$ cat src/rtl/motoro301_uart_rx_cmd_if.sv
// Receiver/decoder output bundle: received byte, framing status and motor command strobes/levels.
interface motoro301_uart_rx_cmd_if;
   logic [7:0] rxDataO;
   logic       rxValidO;
   logic       rxFrameErrO;
   logic       m3startO;
   logic       m3forceStopO;
   logic       m3invRotateO;
   logic       m3freqINCo;
   logic       m3freqDECo;
   logic       cmdUnknownO;

   // Driven by the receiver.
   modport master (
      output rxDataO, rxValidO, rxFrameErrO,
      output m3startO, m3forceStopO, m3invRotateO,
      output m3freqINCo, m3freqDECo, cmdUnknownO
   );

   // Consumed by the motor-control logic (OR-ed with the button paths).
   modport slave (
      input rxDataO, rxValidO, rxFrameErrO,
      input m3startO, m3forceStopO, m3invRotateO,
      input m3freqINCo, m3freqDECo, cmdUnknownO
   );
endinterface

$ cat src/rtl/motoro301_uart_rx_cmd.sv
// UART 8N1 receiver with a single-character motor command decoder.
// Bytes are sampled mid-bit, LSB first; a low stop bit parks the FSM until the line returns high.
module motoro301_uart_rx_cmd #(
   parameter int unsigned CLK_HZ = 50_000_000,
   parameter int unsigned BAUD   = 115200
) (
   input  logic                          clk50mhzI,
   input  logic                          resetI,
   input  logic                          uRxI,
   motoro301_uart_rx_cmd_if.master       o_cmd
);

   localparam int unsigned DIV   = CLK_HZ / BAUD;
   localparam int unsigned HALF  = DIV / 2;
   localparam int unsigned CNT_W = $clog2(DIV);

   localparam logic [CNT_W-1:0] CNT_LAST = CNT_W'(DIV - 1);
   localparam logic [CNT_W-1:0] CNT_HALF = CNT_W'(HALF - 1);
   localparam logic [CNT_W-1:0] CNT_ONE  = CNT_W'(1);

   typedef enum logic [2:0] {StIdle, StStart, StData, StStop, StBreak} state_e;

   state_e             r_state, w_state_d;
   logic               r_rx_meta, r_rx_s;
   logic [CNT_W-1:0]   r_cnt, w_cnt_d;
   logic [2:0]         r_bit_idx, w_bit_idx_d;
   logic [7:0]         r_sh, w_sh_d;
   logic [7:0]         r_rx_data, w_rx_data_d;
   logic               r_rx_valid, w_rx_valid_d;
   logic               r_frame_err, w_frame_err_d;

   logic               r_start, w_start_d;
   logic               r_inv, w_inv_d;
   logic               r_force_stop, w_force_stop_d;
   logic               r_inc, w_inc_d;
   logic               r_dec, w_dec_d;
   logic               r_unknown, w_unknown_d;

   // Two-flop synchronizer; resets to the idle (high) line level.
   always_ff @(posedge clk50mhzI) begin
      if (resetI) begin
         r_rx_meta <= 1'b1;
         r_rx_s    <= 1'b1;
      end else begin
         r_rx_meta <= uRxI;
         r_rx_s    <= r_rx_meta;
      end
   end

   // FSM state register.
   always_ff @(posedge clk50mhzI) begin
      if (resetI) begin
         r_state <= StIdle;
      end else begin
         r_state <= w_state_d;
      end
   end

   // FSM next-state logic.
   always_comb begin
      w_state_d = r_state;
      case (r_state)
         StIdle:  if (!r_rx_s) w_state_d = StStart;
         StStart: if (r_cnt == CNT_HALF) w_state_d = r_rx_s ? StIdle : StData;
         StData:  if (r_cnt == CNT_LAST && r_bit_idx == 3'd7) w_state_d = StStop;
         StStop:  if (r_cnt == CNT_LAST) w_state_d = r_rx_s ? StIdle : StBreak;
         StBreak: if (r_rx_s) w_state_d = StIdle;
         default: w_state_d = StIdle;
      endcase
   end

   // FSM datapath/outputs: bit timing counter, shift register and frame result pulses.
   always_comb begin
      w_cnt_d       = r_cnt;
      w_bit_idx_d   = r_bit_idx;
      w_sh_d        = r_sh;
      w_rx_data_d   = r_rx_data;
      w_rx_valid_d  = 1'b0;
      w_frame_err_d = 1'b0;
      case (r_state)
         StIdle: begin
            w_cnt_d = '0;
         end
         StStart: begin
            if (r_cnt == CNT_HALF) begin
               w_cnt_d     = '0;
               w_bit_idx_d = 3'd0;
            end else begin
               w_cnt_d = r_cnt + CNT_ONE;
            end
         end
         StData: begin
            if (r_cnt == CNT_LAST) begin
               w_sh_d      = {r_rx_s, r_sh[7:1]};
               w_cnt_d     = '0;
               w_bit_idx_d = r_bit_idx + 3'd1;
            end else begin
               w_cnt_d = r_cnt + CNT_ONE;
            end
         end
         StStop: begin
            if (r_cnt == CNT_LAST) begin
               w_cnt_d = '0;
               if (r_rx_s) begin
                  w_rx_data_d  = r_sh;
                  w_rx_valid_d = 1'b1;
               end else begin
                  w_frame_err_d = 1'b1;
               end
            end else begin
               w_cnt_d = r_cnt + CNT_ONE;
            end
         end
         default: begin
            w_cnt_d = '0;
         end
      endcase
   end

   // Receiver datapath registers.
   always_ff @(posedge clk50mhzI) begin
      if (resetI) begin
         r_cnt       <= '0;
         r_bit_idx   <= 3'd0;
         r_sh        <= 8'h00;
         r_rx_data   <= 8'h00;
         r_rx_valid  <= 1'b0;
         r_frame_err <= 1'b0;
      end else begin
         r_cnt       <= w_cnt_d;
         r_bit_idx   <= w_bit_idx_d;
         r_sh        <= w_sh_d;
         r_rx_data   <= w_rx_data_d;
         r_rx_valid  <= w_rx_valid_d;
         r_frame_err <= w_frame_err_d;
      end
   end

   // Command decode of the byte presented with rxValidO; levels hold unless a command moves them.
   always_comb begin
      w_start_d      = r_start;
      w_inv_d        = r_inv;
      w_force_stop_d = 1'b0;
      w_inc_d        = 1'b0;
      w_dec_d        = 1'b0;
      w_unknown_d    = 1'b0;
      if (r_rx_valid) begin
         case (r_rx_data)
            8'h53: w_start_d = 1'b1;
            8'h58: begin
               w_start_d      = 1'b0;
               w_force_stop_d = 1'b1;
            end
            8'h52: w_inv_d = ~r_inv;
            8'h2B: w_inc_d = 1'b1;
            8'h2D: w_dec_d = 1'b1;
            default: w_unknown_d = 1'b1;
         endcase
      end
   end

   // Decoder output registers.
   always_ff @(posedge clk50mhzI) begin
      if (resetI) begin
         r_start      <= 1'b0;
         r_inv        <= 1'b0;
         r_force_stop <= 1'b0;
         r_inc        <= 1'b0;
         r_dec        <= 1'b0;
         r_unknown    <= 1'b0;
      end else begin
         r_start      <= w_start_d;
         r_inv        <= w_inv_d;
         r_force_stop <= w_force_stop_d;
         r_inc        <= w_inc_d;
         r_dec        <= w_dec_d;
         r_unknown    <= w_unknown_d;
      end
   end

   assign o_cmd.rxDataO      = r_rx_data;
   assign o_cmd.rxValidO     = r_rx_valid;
   assign o_cmd.rxFrameErrO  = r_frame_err;
   assign o_cmd.m3startO     = r_start;
   assign o_cmd.m3forceStopO = r_force_stop;
   assign o_cmd.m3invRotateO = r_inv;
   assign o_cmd.m3freqINCo   = r_inc;
   assign o_cmd.m3freqDECo   = r_dec;
   assign o_cmd.cmdUnknownO  = r_unknown;

endmodule
$ cat src/flat_wrapper.sv
// flat-port wrapper written by rule: the top's interface ports become plain ports
module motoro301_uart_rx_cmd_flat 
#(
   parameter int unsigned CLK_HZ = 50_000_000,
   parameter int unsigned BAUD   = 115200
)
  (clk50mhzI, resetI, uRxI, o_cmd_rxDataO, o_cmd_rxValidO, o_cmd_rxFrameErrO, o_cmd_m3startO, o_cmd_m3forceStopO, o_cmd_m3invRotateO, o_cmd_m3freqINCo, o_cmd_m3freqDECo, o_cmd_cmdUnknownO);
  motoro301_uart_rx_cmd_if o_cmd_i ();
  input  logic clk50mhzI;
  input  logic resetI;
  input  logic uRxI;
  output wire logic [$bits(o_cmd_i.rxDataO)-1:0] o_cmd_rxDataO;
  output wire logic [$bits(o_cmd_i.rxValidO)-1:0] o_cmd_rxValidO;
  output wire logic [$bits(o_cmd_i.rxFrameErrO)-1:0] o_cmd_rxFrameErrO;
  output wire logic [$bits(o_cmd_i.m3startO)-1:0] o_cmd_m3startO;
  output wire logic [$bits(o_cmd_i.m3forceStopO)-1:0] o_cmd_m3forceStopO;
  output wire logic [$bits(o_cmd_i.m3invRotateO)-1:0] o_cmd_m3invRotateO;
  output wire logic [$bits(o_cmd_i.m3freqINCo)-1:0] o_cmd_m3freqINCo;
  output wire logic [$bits(o_cmd_i.m3freqDECo)-1:0] o_cmd_m3freqDECo;
  output wire logic [$bits(o_cmd_i.cmdUnknownO)-1:0] o_cmd_cmdUnknownO;
  assign o_cmd_rxDataO = o_cmd_i.rxDataO;
  assign o_cmd_rxValidO = o_cmd_i.rxValidO;
  assign o_cmd_rxFrameErrO = o_cmd_i.rxFrameErrO;
  assign o_cmd_m3startO = o_cmd_i.m3startO;
  assign o_cmd_m3forceStopO = o_cmd_i.m3forceStopO;
  assign o_cmd_m3invRotateO = o_cmd_i.m3invRotateO;
  assign o_cmd_m3freqINCo = o_cmd_i.m3freqINCo;
  assign o_cmd_m3freqDECo = o_cmd_i.m3freqDECo;
  assign o_cmd_cmdUnknownO = o_cmd_i.cmdUnknownO;
  motoro301_uart_rx_cmd #(.CLK_HZ(CLK_HZ), .BAUD(BAUD)) u_core (.clk50mhzI(clk50mhzI), .resetI(resetI), .uRxI(uRxI), .o_cmd(o_cmd_i));
endmodule
$ cat config.mk
export PLATFORM = sky130hd
export DESIGN_NAME = motoro301_uart_rx_cmd_flat
export DESIGN_NICKNAME = d
export VERILOG_FILES = /design/src/rtl/motoro301_uart_rx_cmd_if.sv /design/src/rtl/motoro301_uart_rx_cmd.sv /design/src/flat_wrapper.sv
export SDC_FILE = /design/constraint.sdc
export NUM_CORES = 1
export LEC_CHECK = 0
export BUFFER_PORTS_ARGS = -buffer_cell sky130_fd_sc_hd__buf_4
export CAP_MARGIN = 20
export CORE_AREA = 4 4 61 63
export DETAILED_ROUTE_END_ITERATION = 8
export DIE_AREA = 0 0 65 67
export PLACE_DENSITY = 0.77
export SETUP_SLACK_MARGIN = 0.15
export SLEW_MARGIN = 5
export SYNTH_ARGS = -nofsm -noshare
export SYNTH_HDL_FRONTEND = slang
export SYNTH_SLANG_ARGS = --single-unit
$ cat constraint.sdc
create_clock -name clk50mhzI -period 2.2 [get_ports clk50mhzI]
set_clock_uncertainty 0.15 [all_clocks]
set_input_delay 0.44 -clock clk50mhzI [delete_from_list [all_inputs] [get_ports clk50mhzI]]
set_output_delay 0.44 -clock clk50mhzI [all_outputs]
set_load 0.02 [all_outputs]
=== Yosys cells after proc, flatten, opt, wreduce, memory -nomap -nowiden ===
Index checks and enable logic that the tools add are counted.

* Flip-flop bits (word level): 41
* Input port bits: 3

* $add $sub $neg: 2
* Equality and inequality tests: 18
* Muxes and demuxes: 21
* Bitwise logic cells: 4
* Reduce and logical (&&, ||, !) cells: 14

{| class="wikitable"
|+ Operators by type and width
! kind !! count
|-
| equality test 8 x 7 -> 1 bit (second input constant) || 3
|-
| two-way mux 3 bit || 8
|-
| two-way mux 9 bit || 2
|-
| one-hot mux 9 bit (2 select lines) || 1
|-
| equality test 8 x 6 -> 1 bit (second input constant) || 2
|-
| one-hot mux 3 bit (5 select lines) || 1
|-
| != test 2 x 1 -> 1 bit (second input constant) || 5
|-
| adder 9 x 1 -> 9 bit (second input constant) || 1
|-
| equality test 9 x 8 -> 1 bit (second input constant) || 1
|-
| equality test 9 bit (second input constant) || 1
|-
| equality test 3 x 2 -> 1 bit (second input constant) || 2
|-
| equality test 3 bit (second input constant) || 2
|-
| two-way mux 1 bit || 6
|-
| one-hot mux 3 bit (2 select lines) || 1
|-
| AND reduction 2 bit || 3
|-
| AND reduction 3 bit || 2
|-
| AND reduction 5 bit || 1
|-
| OR reduction 5 bit || 1
|-
| NOT 1 bit || 4
|-
| nonzero test 2 bit || 2
|-
| OR reduction 2 bit || 2
|-
| adder 3 x 1 -> 3 bit (second input constant) || 1
|-
| equality test 3 x 1 -> 1 bit (second input constant) || 1
|-
| zero test 3 bit || 1
|-
| other kinds (5) || 5
|}

=== Longest topological paths before layout ===
* Depth in word-level cells: 4
* Gate-level depth with buffers: 7
* Mapped depth without buffers: 6

=== Worst setup path after synthesis ===
Ideal clock, no wire load.

* Path kind: reg-to-reg
* Start point: reg u_core.r_cnt[0]
* End point: reg u_core.r_bit_idx[0]
* Library setup time: 0.118 ns
* Arrival time: 1.421 ns
* Data required time: 1.932 ns
* Slack: 0.511 ns
* Stages on the path, launching flop included: 7
* Clock period less this slack: 1.689 ns
* Cell sequence: dfxtp_1 > inv_1 > ha_1 > nand4bb_4 > or3_4 > o31a_4 > mux2i_1

* Longest elaborated chain between the ends: 3
* Elaborated cells on any way between the ends: 5
* Classes of those cells: eq/ne (4); reduce/logical (1)

{| class="wikitable"
|+ Ends and longest elaborated chain
! element !! line !! RTL
|-
| start: declaration || motoro301_uart_rx_cmd.sv:25 || <nowiki>logic [CNT_W-1:0] r_cnt, w_cnt_d;</nowiki>
|-
| start signal: assignment || motoro301_uart_rx_cmd.sv:130 || <nowiki>r_cnt <= w_cnt_d;</nowiki>
|-
| equality test 9 bit or equality test 9 x 8 -> 1 bit (tied branches) || motoro301_uart_rx_cmd.sv:93, motoro301_uart_rx_cmd.sv:85 ||
|-
| != test 2 x 1 -> 1 bit (no line) || - ||
|-
| AND reduction 3 bit (no line) (*) || - ||
|-
| end signal: assignment || motoro301_uart_rx_cmd.sv:131 || <nowiki>r_bit_idx <= w_bit_idx_d;</nowiki>
|-
| end: declaration || motoro301_uart_rx_cmd.sv:26 || <nowiki>logic [2:0] r_bit_idx, w_bit_idx_d;</nowiki>
|}

Every way passes the cells marked *; elsewhere a longest branch is shown, timed or not.
A chain may end at the register's enable or synchronous reset.

=== Final worst setup path ===
* Start point: reg u_core.r_cnt[1]
* End point: reg u_core.r_cnt[3]

* Longest elaborated chain between the ends: 3
* Elaborated cells on any way between the ends: 6
* Classes of those cells: add/sub (1); eq/ne (2); mux (3)

{| class="wikitable"
|+ Ends and longest elaborated chain
! element !! line !! RTL
|-
| adder 9 x 1 -> 9 bit (tied with other cells) || motoro301_uart_rx_cmd.sv:89, motoro301_uart_rx_cmd.sv:98, motoro301_uart_rx_cmd.sv:111 ||
|-
| two-way mux 9 bit (on tied branches) || motoro301_uart_rx_cmd.sv:93, motoro301_uart_rx_cmd.sv:102, motoro301_uart_rx_cmd.sv:85 ||
|-
| one-hot mux 9 bit (2 select lines) (*) || motoro301_uart_rx_cmd.sv:80 || <nowiki>case (r_state)</nowiki>
|}

Marked as above.

==> impl_summary.txt <==
----------------------------------------------------
[Placed design]
  Count of input and output buffers ... 18
  Final GP Congestion ... 0.892
  Half-perimeter wire length of the detailed placement result ... 2.29 mm
  Placed inst area ... 0.00196 mm2

[Drt]
  Routed wire length ... 3.18 mm
  Vias ... 1307
  Wirelength per Cell ... 12.7 um
  DRT Pass-1 Iters ... 4
  Vias per std cell ... 5.21
  Remaining antenna violation count after routing ... 0
  DR DRC count ... 0
  Iteration-0 DRC count of the detailed router ... 39

[Final layout]
  Number of nets in the final layout ... 212
  Layout-stage area growth over the synthesis result ... 12.3%
  Layout cells sized above 1 ... 0.190
  Total non-filler cell area in the finished layout ... 0.00201 mm2
  Antenna Cells ... 0

[Synth]
  Fraction of the yosys area taken by sequential cells ... 0.459
  Flip-flop and latch count after synthesis ... 41
  Fraction of registers with async set/reset ... 0
  Top cell types by occurrence after synthesis ... dfxtp_1, nor2_1, mux2i_1, nand2_1, nand2b_1
  Syn_nets ... 192
  Top cell type's share of synthesized area ... 0.459
  Primary FF master, synth ... dfxtp_1
  Warning count from the yosys run ... 0
  Number of enable flip-flop cells after synthesis ... 0
  Largest area contributor in the synthesized netlist ... dfxtp_1
  Cell area after synthesis ... 0.00179 mm2
  Syn_area_per_cell ... 9.71 um2
  Largest cells by area after synthesis ... dfxtp_1, mux2i_1, nor2_1
  Post-Synthesis Cells ... 184
  Synth cell types ... 42
  Count leader, synth ... dfxtp_1

[STA]
  Achievable clock frequency ... 549 MHz
  Final worst path period share ... 0.828
  Final setup violation count ... 0
  Slew of the pin with the lowest slew margin ... 486 ps
  Number of max-slew violations in the final report ... 0
  Max-slew headroom at the worst pin ... 0.673
  Minimum clock period ... 1820 ps
  Sum of negative setup slack ... 0 ps
  Number of hold-slack violations in the final timing report ... 0
  RSZ-0062 raised after global routing ... no
  Final hold slack ... 114 ps

[Clock tree]
  Clock sink count ... 41
  Number of gates given a new drive strength after cts ... 0
  Post-CTS Hold Buffers ... 0
  # H-tree levels ... 2
  Skew-Pair Late Insertion Delay ... 350 ps
  Clock edge transition at the registers on the reported setup and hold paths ... 110 ps
  Root Driver ... clkbuf_4
  TritonCTS clock tree ... built
  Number of buffers added for setup after CTS ... 0
  TritonCTS buffer count ... 5
  Number of buffers between clock root and the deepest sink ... 2

[Power and ir drop]
  Power density over the cells ... 566 mW/mm2
  Leakage power total ... 0.000871 uW
  Peak VDD IR ... 262 uV

[Floorplanning]
  Die outline area ... 0.00436 mm2
  Horiz. Die Dim ... 65 um
  Die height ... 67 um
  Rows ... 21
  CORE AREA ... 0.00323 mm2
  Initial Utilization ... 0.553
  I/O pins ... 19

[Critical path]
  Crit. End Element ... flip-flop
  CP Launch Type ... flip-flop
  Required arrival time at the worst endpoint ... 2280 ps
  Crit path cell chain ... inv_1 -> ha_1 -> nand4bb_4 -> o311a_2 -> o21ai_2 -> nor2_1
  Max incr delay on CP ... 360 ps
  Largest driver fanout on the critical path ... 9
  Arrival time reported for the critical path endpoint ... 1900 ps
  Cell with the largest stage delay on the worst path ... o21ai_2
  Setup CP Type ... flip-flop to flip-flop

[Global routing]
  All-layer global routing usage ... 0.164
  Largest net degree at the start of global routing ... 31
  GRT overflow ... 0
  Via count of the first global-routing pass ... 1271
  Number of antenna violations at the first check in global routing ... 0
  Wire length of the first global-routing pass ... 5.43 mm

[Run]
  Max-Cap Viols ... 0

[Worst hold path]
  Worst min path class ... input pin to flip-flop

[Status]
  Outcome ... completed

----------------------------------------------------
-- report_power, final --
part / switching [uW] / internal [uW] / leakage [uW]
clock network: 235 / 122 / 0.0000320
logic: 17.2 / 10.9 / 0.000508
registers: 5.01 / 746 / 0.000331
-- layout make-up --
class | count | area (um2)
well taps | 46 | 57.6
fillers | 284 | 1220
flip-flops and latches | 41 | 821
clock inverters | 2 | 10.0
clock buffers | 6 | 41.3
multi-input cells | 130 | 908
inverters | 7 | 26.3
repair buffers | 19 | 143
-- metrics by stage --
step           utilization  setup slack, ps  cells  power [uW]
6_report             0.621              378    251        1140
5_1_grt              0.621              270    251        1180
4_1_cts              0.621              375    251        1150
3_5_place_dp         0.605              396    243         795
3_3_place_gp         0.605              464    243         794
2_1_floorplan            -              511    184         788
-- cell usage in the layout, fill, tap and decap left out, drive strengths merged, types with 2 or more instances in the layout --
cell     synthesis  layout
a211oi           2       2
a21oi            2       2
a2bb2oi          2       2
and3             2       2
buf              3      19
clkbuf           3       6
clkinv           0       2
dfxtp           41      41
ha               5       5
inv              7       7
mux2i           19      19
nand2            9       9
nand2b           9       9
nand3            4       4
nand4            3       3
nand4b           2       2
nand4bb          2       2
nor2            37      37
nor3             3       3
nor4             3       3
o21ai            3       3
or2              3       3
xnor2            5       5
xor2             2       2
-- path summary, 6_finish.rpt --
check                                    from                           to  slack [ps]  cells after the start
setup reg to reg   u_core.r_cnt[1]$_SDFF_PP0_   u_core.r_cnt[3]$_SDFF_PP0_         380                      6
hold / removal                           uRxI  u_core.r_rx_meta$_SDFF_PP1_         110                      2
setup / recovery   u_core.r_cnt[1]$_SDFF_PP0_   u_core.r_cnt[3]$_SDFF_PP0_         380                      6
hold reg to reg   u_core.r_rx_meta$_SDFF_PP1_     u_core.r_rx_s$_SDFF_PP1_         270                      1
-- layer usage --
metal	track usage	vias up	share of wire
li1	-	673	-
met1	0.172	596	0.42
met2	0.287	28	0.51
met3	0.0523	10	0.046
met4	0.0976	0	0.022
met5	0	-	0
-- state kept, by name, summed over array words and instances, names as in the netlist, 3 cells and up --
signal	count
u_core.r_sh	8
u_core.r_state	3
u_core.r_cnt	9
u_core.r_bit_idx	3
u_core.o_cmd.rxDataO	8
-- worst max-delay path, delay by kind of cell (launching register included) --
kind            cells  cell delay, ps
compound gates      2             710
fa+ha+maj           1             190
buf+inv             1              90
flops               1             340
simple gates        2             230
-- cell families (layout without fill, tap and decap cells) --
logic type | Yosys count | count (layout) | synth area share
DFF | 41 | 41 | 0.459
adders and majority gates | 5 | 5 | 0.0350
and+or+nand+nor | 84 | 84 | 0.264
AOI/OAI and AO/OA | 15 | 15 | 0.0686
xor gates and xnor gates | 7 | 7 | 0.0343
muxes | 19 | 19 | 0.106
buffers and inverters | 13 | 34 | 0.0322
(Power assumes the default switching activity.)
